[src/rtl/alu_issue_ctrl.sv]
`default_nettype none
// ============================================================================
// Module      : alu_issue_ctrl
// Description : Issue controller between decode and a single-cycle-registered
//               ALU. Accepts one decoded instruction at a time (valid/ready),
//               holds the ALU inputs stable for multi-cycle multiply/divide
//               ops, stalls on read-after-write hazards against the held op
//               and the pending writeback, and turns the ALU's always-on
//               write into a true register-file write strobe.
// Ports       : clk, reset (async, active-low), flush (sync kill)
//               in_*        : decoded instruction + valid/ready handshake
//               alu_*       : registered ALU inputs; alu_data/alu_dest_ret
//                             come back from the ALU
//               rf_raddr*   : register-file read addresses (= held rs1/rs2)
//               rf_wr_*     : gated register-file write port
//               busy        : op held or writeback pending
// Options     : `define ALU_ISSUE_PERF_EN adds perf_issued / perf_stall
//               counters of width CNT_W.
// Revision    : 1.0 - initial release
// ============================================================================
module alu_issue_ctrl #(
    parameter int MUL_CYCLES = 2,
    parameter int DIV_CYCLES = 8
`ifdef ALU_ISSUE_PERF_EN
    ,
    parameter int CNT_W      = 32
`endif
) (
    input  logic        clk,
    input  logic        reset,
    input  logic        flush,
    input  logic        in_valid,
    output logic        in_ready,
    input  logic [9:0]  in_opcode,
    input  logic [4:0]  in_regA,
    input  logic [11:0] in_regB,
    input  logic [4:0]  in_regDest,
    input  logic [19:0] in_uimm,
    output logic [4:0]  rf_raddrA,
    output logic [4:0]  rf_raddrB,
    output logic [9:0]  alu_opcode,
    output logic [4:0]  alu_regA,
    output logic [11:0] alu_regB,
    output logic [4:0]  alu_regDest,
    output logic [19:0] alu_uimm,
    input  logic [63:0] alu_data,
    input  logic [4:0]  alu_dest_ret,
    output logic        rf_wr_en,
    output logic [4:0]  rf_wr_addr,
    output logic [63:0] rf_wr_data,
    output logic        busy
`ifdef ALU_ISSUE_PERF_EN
    ,
    output logic [CNT_W-1:0] perf_issued,
    output logic [CNT_W-1:0] perf_stall
`endif
);

    localparam logic [3:0] c_MUL_LAST = 4'(MUL_CYCLES - 1);
    localparam logic [3:0] c_DIV_LAST = 4'(DIV_CYCLES - 1);

    typedef enum logic [0:0] {
        S_IDLE = 1'b0,
        S_EXEC = 1'b1
    } state_t;

    state_t     r_state;
    logic [3:0] r_cnt;
    logic       r_wb_pend;
    logic [4:0] r_wb_dest;

    // ------------------------------------------------------------------
    // Decode of the incoming instruction
    // ------------------------------------------------------------------
    logic [6:0] w_op7;
    logic [2:0] w_f3;
    logic [6:0] w_f7;
    logic       w_is_mext;
    logic       w_is_div;
    logic       w_is_mul;
    logic       w_use_rs2;
    logic [3:0] w_lat_last;

    assign w_op7 = in_opcode[6:0];
    assign w_f3  = in_opcode[9:7];
    assign w_f7  = in_regB[11:5];

    assign w_is_mext = (w_f7 == 7'b0000001) && ((w_op7 == 7'h33) || (w_op7 == 7'h3b));

    // The 64-bit R-type form uses funct3[2] to mark divide/remainder; the
    // 32-bit (W) form only treats the listed encodings as long-latency.
    assign w_is_div = w_is_mext &&
                      ((w_op7 == 7'h33) ? w_f3[2]
                                        : ((in_opcode == 10'h23b) ||
                                           (in_opcode == 10'h33b) ||
                                           (in_opcode == 10'h3bb)));
    assign w_is_mul = w_is_mext && !w_f3[2];

    // rs2 is a real register read only for R-type, branch and store.
    assign w_use_rs2 = (w_op7 == 7'h33) || (w_op7 == 7'h3b) ||
                       (w_op7 == 7'h63) || (w_op7 == 7'h23);

    always_comb begin
        w_lat_last = 4'd0;
        if (w_is_div) begin
            w_lat_last = c_DIV_LAST;
        end else if (w_is_mul) begin
            w_lat_last = c_MUL_LAST;
        end
    end

    // ------------------------------------------------------------------
    // Hazard detection and handshake
    // ------------------------------------------------------------------
    logic w_hold;
    logic w_hold_hit;
    logic w_wb_hit;
    logic w_hazard;
    logic w_accept;

    assign w_hold = (r_state == S_EXEC);

    // A held op on its last cycle still counts: its result is not yet in
    // the register file.
    assign w_hold_hit = w_hold && (alu_regDest != 5'd0) &&
                        ((in_regA == alu_regDest) ||
                         (w_use_rs2 && (in_regB[4:0] == alu_regDest)));
    assign w_wb_hit   = r_wb_pend && (r_wb_dest != 5'd0) &&
                        ((in_regA == r_wb_dest) ||
                         (w_use_rs2 && (in_regB[4:0] == r_wb_dest)));
    assign w_hazard   = w_hold_hit || w_wb_hit;

    assign in_ready = (!w_hold || (r_cnt == 4'd0)) && !w_hazard && !flush;
    assign w_accept = in_valid && in_ready;

    // ------------------------------------------------------------------
    // Issue state, held ALU inputs and writeback flag
    // ------------------------------------------------------------------
    always_ff @(posedge clk or negedge reset) begin
        if (!reset) begin
            r_state     <= S_IDLE;
            r_cnt       <= 4'd0;
            r_wb_pend   <= 1'b0;
            r_wb_dest   <= 5'd0;
            alu_opcode  <= 10'd0;
            alu_regA    <= 5'd0;
            alu_regB    <= 12'd0;
            alu_regDest <= 5'd0;
            alu_uimm    <= 20'd0;
        end else if (flush) begin
            r_state    <= S_IDLE;
            r_cnt      <= 4'd0;
            r_wb_pend  <= 1'b0;
            alu_opcode <= 10'd0;
        end else begin
            // The ALU result of the last hold cycle appears one edge later.
            r_wb_pend <= w_hold && (r_cnt == 4'd0);
            if (w_hold && (r_cnt == 4'd0)) begin
                r_wb_dest <= alu_regDest;
            end

            if (w_accept) begin
                r_state     <= S_EXEC;
                r_cnt       <= w_lat_last;
                alu_opcode  <= in_opcode;
                alu_regA    <= in_regA;
                alu_regB    <= in_regB;
                alu_regDest <= in_regDest;
                alu_uimm    <= in_uimm;
            end else if (w_hold) begin
                if (r_cnt != 4'd0) begin
                    r_cnt <= r_cnt - 4'd1;
                end else begin
                    // Opcode 0 is a no-op for the ALU.
                    r_state    <= S_IDLE;
                    alu_opcode <= 10'd0;
                end
            end
        end
    end

    assign rf_raddrA  = alu_regA;
    assign rf_raddrB  = alu_regB[4:0];
    assign rf_wr_addr = alu_dest_ret;
    assign rf_wr_data = alu_data;
    assign rf_wr_en   = r_wb_pend && !flush && (alu_dest_ret != 5'd0);
    assign busy       = w_hold || r_wb_pend;

`ifdef ALU_ISSUE_PERF_EN
    // ------------------------------------------------------------------
    // Performance counters (wrap, unaffected by flush)
    // ------------------------------------------------------------------
    logic [CNT_W-1:0] r_perf_issued;
    logic [CNT_W-1:0] r_perf_stall;

    always_ff @(posedge clk or negedge reset) begin
        if (!reset) begin
            r_perf_issued <= '0;
            r_perf_stall  <= '0;
        end else begin
            if (w_accept) begin
                r_perf_issued <= r_perf_issued + CNT_W'(1);
            end
            if (in_valid && !in_ready) begin
                r_perf_stall <= r_perf_stall + CNT_W'(1);
            end
        end
    end

    assign perf_issued = r_perf_issued;
    assign perf_stall  = r_perf_stall;
`endif

endmodule
`default_nettype wire

[config.mk]
export PLATFORM = sky130hd
export DESIGN_NAME = alu_issue_ctrl
export DESIGN_NICKNAME = d
export VERILOG_FILES = /design/src/rtl/alu_issue_ctrl.sv
export SDC_FILE = /design/constraint.sdc
export NUM_CORES = 1
export LEC_CHECK = 0
export BUFFER_PORTS_ARGS = -buffer_cell sky130_fd_sc_hd__clkbuf_2
export CAP_MARGIN = 40
export CORE_MARGIN = 2
export CORE_UTILIZATION = 25
export DETAILED_ROUTE_END_ITERATION = 12
export PLACE_DENSITY = 0.5
export REMOVE_ABC_BUFFERS = 1
export SLEW_MARGIN = 25
export SYNTH_ARGS = -nofsm -noshare
export SYNTH_HDL_FRONTEND = slang
export SYNTH_SLANG_ARGS = --single-unit
[constraint.sdc]
create_clock -name clk -period 2.9 [get_ports clk]
set_input_delay 0.58 -clock clk [delete_from_list [all_inputs] [get_ports clk]]
set_output_delay 0.58 -clock clk [all_outputs]
set_load 0.005 [all_outputs]
==> key figures, run 1 <==
Drt
  – DR pass1 iterations: 4
  – Vias: 2404
  – DRC: 0
  – Final antenna-violating net count: 0
  – Initial DRC Count: approximately 110
  – Total Wirelength: around 12 mm
  – Post-DR vias/cell: around 4.4
  – Avg WL per Cell: 22.4 microns

Logic synthesis
  – Mapped Cells: between 200 and 300
  – Top_reg_cell synth: dfrtp_1
  – #FFs+latches synth: 63
  – Distinct cells, synth: 35
  – Async S/R FF share, synth: between 90% and 100%
  – Synth warnings: 0
  – Simple-gate share of the synthesized area: ~7%
  – Synth cell count leaders: buf_4, dfrtp_1, mux2_2
  – Mapped Avg Cell Area: 11.7 sq um
  – Yosys top cell area share: around 45%
  – Main combinational cell family by area after synthesis: buffers and inverters
  – Register area share after synthesis: about 45%
  – Multiplexer share of the synthesized area: about a fifth
  – Post-synthesis xor/xnor area fraction: 5.78%
  – Most common cell in the netlist: buf_4
  – Post-Synth Adder-Cell Area: 0.718%
  – Number of enable flip-flop cells after synthesis: 0
  – Synth Cell Area: roughly 3500 sq um
  – Synth Area in Compound Gates: ~2.0%
  – Biggest area consumer among synthesized cells: dfrtp_1
  – Leading cell types by total area after synthesis: dfrtp_1, buf_4, mux2_2

Placement
  – GPL Wtd Cong: 0.796
  – IO Port Bufs: 130
  – DP HPWL: a little under 10 mm
  – DP Area: ~3800 sq um

Floorplanning
  – Core ar.: 13800 sq um
  – Starting Density: ~25%
  – Area of the die: roughly 15000 sq um
  – Die height: around 120 microns
  – Ports: between 200 and 300
  – Row cnt: 43
  – Die width: between 100 and 150 microns

Finish
  – Layout cells sized above 1: 50.7%
  – Area growth, synth to finish: 16.4%
  – Number of nets in the layout: about 490
  – Final core occ: 29.5%
  – N_diodes: 0
  – Finished Cell Area: about 4100 sq um

Global route
  – Gr ovfl total: 0
  – Initial antenna violation count: 0
  – Pin count of the biggest net entering global routing: 47
  – Number of global-route vias before repair: 2305
  – Gr usage total: 16.6%
  – Global-route wire length before repair: around 17 mm

Critical path
  – Worst path top cell family by delay: simple AND/OR/NAND/NOR gates
  – Arr. time, crit path: slightly above 2000 ps
  – Crit-path slowest cell: or4_1
  – Setup Crit Path Kind: flop to output pin
  – Cells along the critical path: or4_1 > o221a_2 > nor4_1 > clkbuf_2
  – Buf/Inv on CP: 1
  – Crit-path max cell delay: around 560 ps
  – CP Launch Type: flop
  – CP Max Fanout: 6
  – Critical path depth: 4
  – Worst reg-to-reg path cell count: 5
  – Critical Path RT: 2320 ps
  – Worst Setup End Kind: output pin

Clock tree
  – Hold-fix buffers, CTS: 0
  – Number of setup buffers added after CTS: 0
  – H-Tree Depth: 3
  – Clock sink count: between 60 and 70
  – CTS max path bufs: 2
  – Clk_lat worst skew: about 340 ps
  – Clk slew on worst S/H paths: approximately 50 ps
  – CTS buffer count: 9
  – Post-CTS sizing: 0
  – TritonCTS clock tree: yes
  – Root Driver: clkbuf_16

STA
  – RSZ-0062 raised after global routing: false
  – Final setup fails: 0
  – Tmin final: 2640 ps
  – Clk_skew: 6.56 ps
  – Worst slew margin: about two thirds
  – Tcrit/Tclk final: between 90% and 100%
  – Fmax: 379 MHz
  – Final slew viol count: 0
  – Slew of the pin with the lowest slew margin: roughly 510 ps
  – Final Hold Viols: 0
  – Setup TNS: 0 ps

Power
  – Final total power: between 0.002 and 0.003 W
  – PwrDens: between 600 and 700 nW/um^2
  – VDD IR max: approximately 210 uV
  – Pleak: approximately 1.9 nW

Outcome
  – Status: complete, no violations

Hold path
  – Worst Hold Class: primary input to async pin

Flow run
  – MaxCap Viol Count: 0
## kinds of logic (layout without fill, tap and decap cells)
kind of cell,Yosys count,in the layout
buffers and inverters,98,160
xor gates and xnor gates,23,23
DFF,63,63
AOI/OAI and AO/OA,8,8
adders and majority gates,2,2
and+or+nand+nor,44,44
muxes,61,61
## sequential cells by signal, indices dropped and copies added (netlist names)
register	count
r_wb_dest	5
alu_opcode	10
alu_regB	12
alu_uimm	20
r_state	1
r_cnt	4
r_wb_pend	1
alu_regA	5
alu_regDest	5
## worst paths after layout
kind | start | to | slack (ps)
setup / recovery | alu_regDest[1]$_DFFE_PN0P_ | in_ready | 260
hold / removal | reset | alu_opcode[6]$_DFFE_PN0P_ | 130
setup reg to reg | alu_regDest[1]$_DFFE_PN0P_ | alu_uimm[11]$_DFFE_PN0P_ | 540
hold reg to reg | alu_regB[5]$_DFFE_PN0P_ | alu_regB[5]$_DFFE_PN0P_ | 480
max in group asynchronous | reset | alu_uimm[14]$_DFFE_PN0P_ | 2250
min in group clk | in_uimm[16] | alu_uimm[16]$_DFFE_PN0P_ | 460
## routing by layer
layer  vias to the layer above  share of wire [%]  track usage (%)
li1                       1048                  -                -
met1                      1143                 35             16.9
met2                       190                 38             19.7
met3                        19                 24             19.9
met4                         4                1.7             6.18
met5                         -                1.3             8.68
## final cells by class
type                    count  area [sq um]
repair buffers            134           716
well taps                 180           225
inverters                  12          45.0
multi-input cells         138          1210
flip-flops and latches     63          1580
clock buffers              14           284
fillers                  1454          9710
## cell usage in the layout, fill, tap and decap left out, types with 4 or more instances in the layout
cell	instances
clkbuf_16	9
clkbuf_2	129
clkbuf_8	4
dfrtp_1	63
inv_1	12
mux2_1	16
mux2_2	32
mux2i_1	13
nand2_1	14
nand3_1	4
nor2_1	5
xnor2_1	17
xor2_1	6
## per-stage QoR
stage	hold WS, ps	cells	worst slack (ps)
2_1_floorplan	284	213	-406
6_report	127	541	263
3_5_place_dp	475	527	468
5_1_grt	128	541	168
3_3_place_gp	471	526	540
4_1_cts	112	541	229
## worst register-to-register path, cell delays in order, from the launching register on
cell     delay [ps]
dfrtp_1         460
or4_1           560
o221a_2         300
nor3_4          230
buf_12          300
mux2_2          390
## where the power goes
group / switching, W / total [W] / internal, W
clock network: 0.000359 / 0.00102 / 0.000661
registers: 0.000115 / 0.00112 / 0.00101
logic: 0.000191 / 0.000464 / 0.000273
total: 0.000666 / 0.00261 / 0.00194
Note: power is estimated with default switching activity, not from simulation.
==> inputs of run 2 (changes only) <==
Settings changed: CTS_BUF_LIST from default to sky130_fd_sc_hd__clkbuf_16.
==> run 2 against run 1 <==
Compared with the run above:
- combinational power hardly changed
- flip-flop and latch count stayed put
- non-clock buffer count stayed put
- first-iteration DRC count is 6.3% higher
- cell count stayed put
- clock power is 11% lower
- critical path type unchanged
==> key figures, run 2 (same netlist as run 1, synthesis figures left out) <==
Critical path
  – Cells along the critical path: or4_1 > o221a_2 > nor4_1 > clkbuf_2
  – Worst reg-to-reg path cell count: 5 (unchanged)
  – R2r endpoint: alu_regB[9]$_DFFE_PN0P_
  – Critical Path RT: 2320 ps (about the same)
  – Crit-path slowest cell: or4_1
  – Setup Crit Path Kind: flop to output pin
  – Crit-path max cell delay: 560 ps (about the same)
  – CP Launch Type: flop
  – CP Max Fanout: 6 (unchanged)
  – Arr. time, crit path: 2060 ps (about the same)
  – Worst Setup End Kind: output pin
  – Reg2reg setup slack: 540 ps (about the same)
  – Crit Reg-Reg Startpoint: alu_regDest[1]$_DFFE_PN0P_

Clock tree
  – CTS buffer count: 9 (unchanged)
  – Post-CTS sizing: 0 (unchanged)
  – CTS max path bufs: 2 (unchanged)
  – Clk slew on worst S/H paths: 50 ps (about the same)
  – Clock sink count: 63 (unchanged)
  – H-Tree Depth: 3 (unchanged)
  – Root Driver: clkbuf_16
  – TritonCTS clock tree: yes
  – Clk_lat worst skew: 330 ps (about the same)
  – Number of setup buffers added after CTS: 0 (unchanged)
  – Hold-fix buffers, CTS: 0 (unchanged)

Drt
  – DRC: 0 (unchanged)
  – Initial DRC Count: 118 (+6.3%)
  – Total Wirelength: 12.2 mm (about the same)
  – Post-DR vias/cell: 4.44 (about the same)
  – Vias: 2402 (-0.083%)
  – Final antenna-violating net count: 0 (unchanged)
  – Avg WL per Cell: 22.5 microns (about the same)
  – DR pass1 iterations: 4 (unchanged)

Finish
  – Flip-flop count of the largest register after layout: 20 (unchanged)
  – Top Registers: alu_uimm: 20 flops, alu_regB: 12 flops, alu_opcode: 10 flops
  – Fillers: 1460 (+0.41%)
  – Top reg by flops: alu_uimm
  – Most frequent cells in the layout: clkbuf_2, dfrtp_1, mux2_2
  – Most common cell after layout, fill and taps aside: clkbuf_2
  – N_diodes: 0 (unchanged)
  – Area growth, synth to finish: 15.2%
  – Number of nets in the layout: 485 (unchanged)
  – Layout cells sized above 1: 49.6% (-1.1 points)

Placement
  – GPL Wtd Cong: 0.796 (unchanged)
  – DP HPWL: 9.81 mm (unchanged)
  – IO Port Bufs: 130 (unchanged)
  – Pre-CTS WS: 468 ps (unchanged)

STA
  – Final Hold Viols: 0 (unchanged)
  – Tmin final: 2640 ps (+1.64 ps)
  – Worst slew margin: 66.1% (-0.12 points)
  – Final slew viol count: 0 (unchanged)
  – Slew of the pin with the lowest slew margin: 507 ps (+1.81 ps)
  – Hold WS: 130 ps (+3.36 ps)
  – Clk_skew: 6.28 ps (-0.274 ps)
  – Final WS setup: 261 ps (-1.64 ps)
  – Final setup fails: 0 (unchanged)
  – RSZ-0062 raised after global routing: false
  – Fmax: 379 MHz (about the same)
  – Tcrit/Tclk final: 91.0% (about the same)

Power
  – Final total power: 0.00249 W (-4.4%)
  – Pleak: 1.91 nW (-0.95%)
  – PwrDens: 620 nW/um^2 (-3.4%)
  – VDD IR max: 228 uV (+6.4%)

Hold path
  – Worst Hold Class: primary input to async pin

Global route
  – Pin count of the biggest net entering global routing: 47 (unchanged)
  – Gr usage total: 16.6% (-0.020 points)
  – Global-route wire length before repair: 16.8 mm (unchanged)
  – Initial antenna violation count: 0 (unchanged)
  – Number of global-route vias before repair: 2301 (-0.17%)
  – Gr ovfl total: 0 (unchanged)

Floorplanning
  – Row cnt: 43 (unchanged)
  – Die width: 122 microns (unchanged)
  – Ports: 259 (unchanged)
  – Core ar.: 13800 sq um (unchanged)
  – Die height: 122 microns (unchanged)
  – Area of the die: 14900 sq um (unchanged)
  – Starting Density: 25.3% (unchanged)

Flow run
  – MaxCap Viol Count: 0 (unchanged)

Outcome
  – Status: complete, no violations
## run 2: cell types whose count changed in the layout (fill, tap and decap cells not counted)
cell	delta
clkbuf_1	-1
clkbuf_8	-4
clkinv_1	+4
inv_1	+1
## run 2: critical path, delay by kind of cell (launching register included)
family | cells | cell delay, ps
and+or+nand+nor | 2 | 790
buffers and inverters | 1 | 170
DFF | 1 | 460
AOI/OAI and AO/OA | 1 | 300
## run 2: through the flow
| stage | instance area [sq um] | setup TNS (ps) | util [%] | cells |
|---|---|---|---|---|
| after floorplan | 2830 | -19580 | - | 213 |
| after global placement | 3750 | 0 | 27.2 | 526 |
| after detailed placement | 3770 | 0 | 27.4 | 527 |
| after CTS | 4020 | 0 | 29.2 | 541 |
| after global routing | 4020 | 0 | 29.2 | 541 |
| final | 4020 | 0 | 29.2 | 541 |
## run 2: report_power, final
part / total (W) / internal [W] / switching [W]
logic: 0.000464 / 0.000273 / 0.000191
registers: 0.00112 / 0.00101 / 0.000115
clock network: 0.000906 / 0.000551 / 0.000355
## run 2: routing by layer
metal	vias up	routed length (microns)	global-route usage (%)
met4	4	146	4.89
met2	195	4620	19.7
met3	15	2930	20.6
met1	1140	4290	16.9
li1	1048	-	-
met5	-	156	8.68
## run 2: layout make-up
cell class                      count  area (sq um)  area share (%)
Inverter                           12          45.0            1.12
Tap cell                          180           225            5.60
Sequential cell                    63          1580            39.2
Multi-Input combinational cell    138          1210            30.2
Timing Repair Buffer              134           716            17.8
Clock inverter                      5          18.8           0.467
Clock buffer                        9           225            5.60
## run 2: how the worst max path moves through the flow
| stage | startpoint | endpoint | cells past startpoint |
|---|---|---|---|
| 2_1_floorplan | alu_regDest[1]$_DFFE_PN0P_ | alu_regA[0]$_DFFE_PN0P_ | 4 |
| 3_3_place_gp | in_opcode[1] | alu_uimm[4]$_DFFE_PN0P_ | 8 |
| 3_5_place_dp | in_opcode[1] | alu_uimm[6]$_DFFE_PN0P_ | 8 |
| 4_1_cts | alu_regDest[1]$_DFFE_PN0P_ | in_ready | 4 |
| 5_1_grt | alu_regDest[1]$_DFFE_PN0P_ | in_ready | 4 |
| 6_report | alu_regDest[1]$_DFFE_PN0P_ | in_ready | 4 |
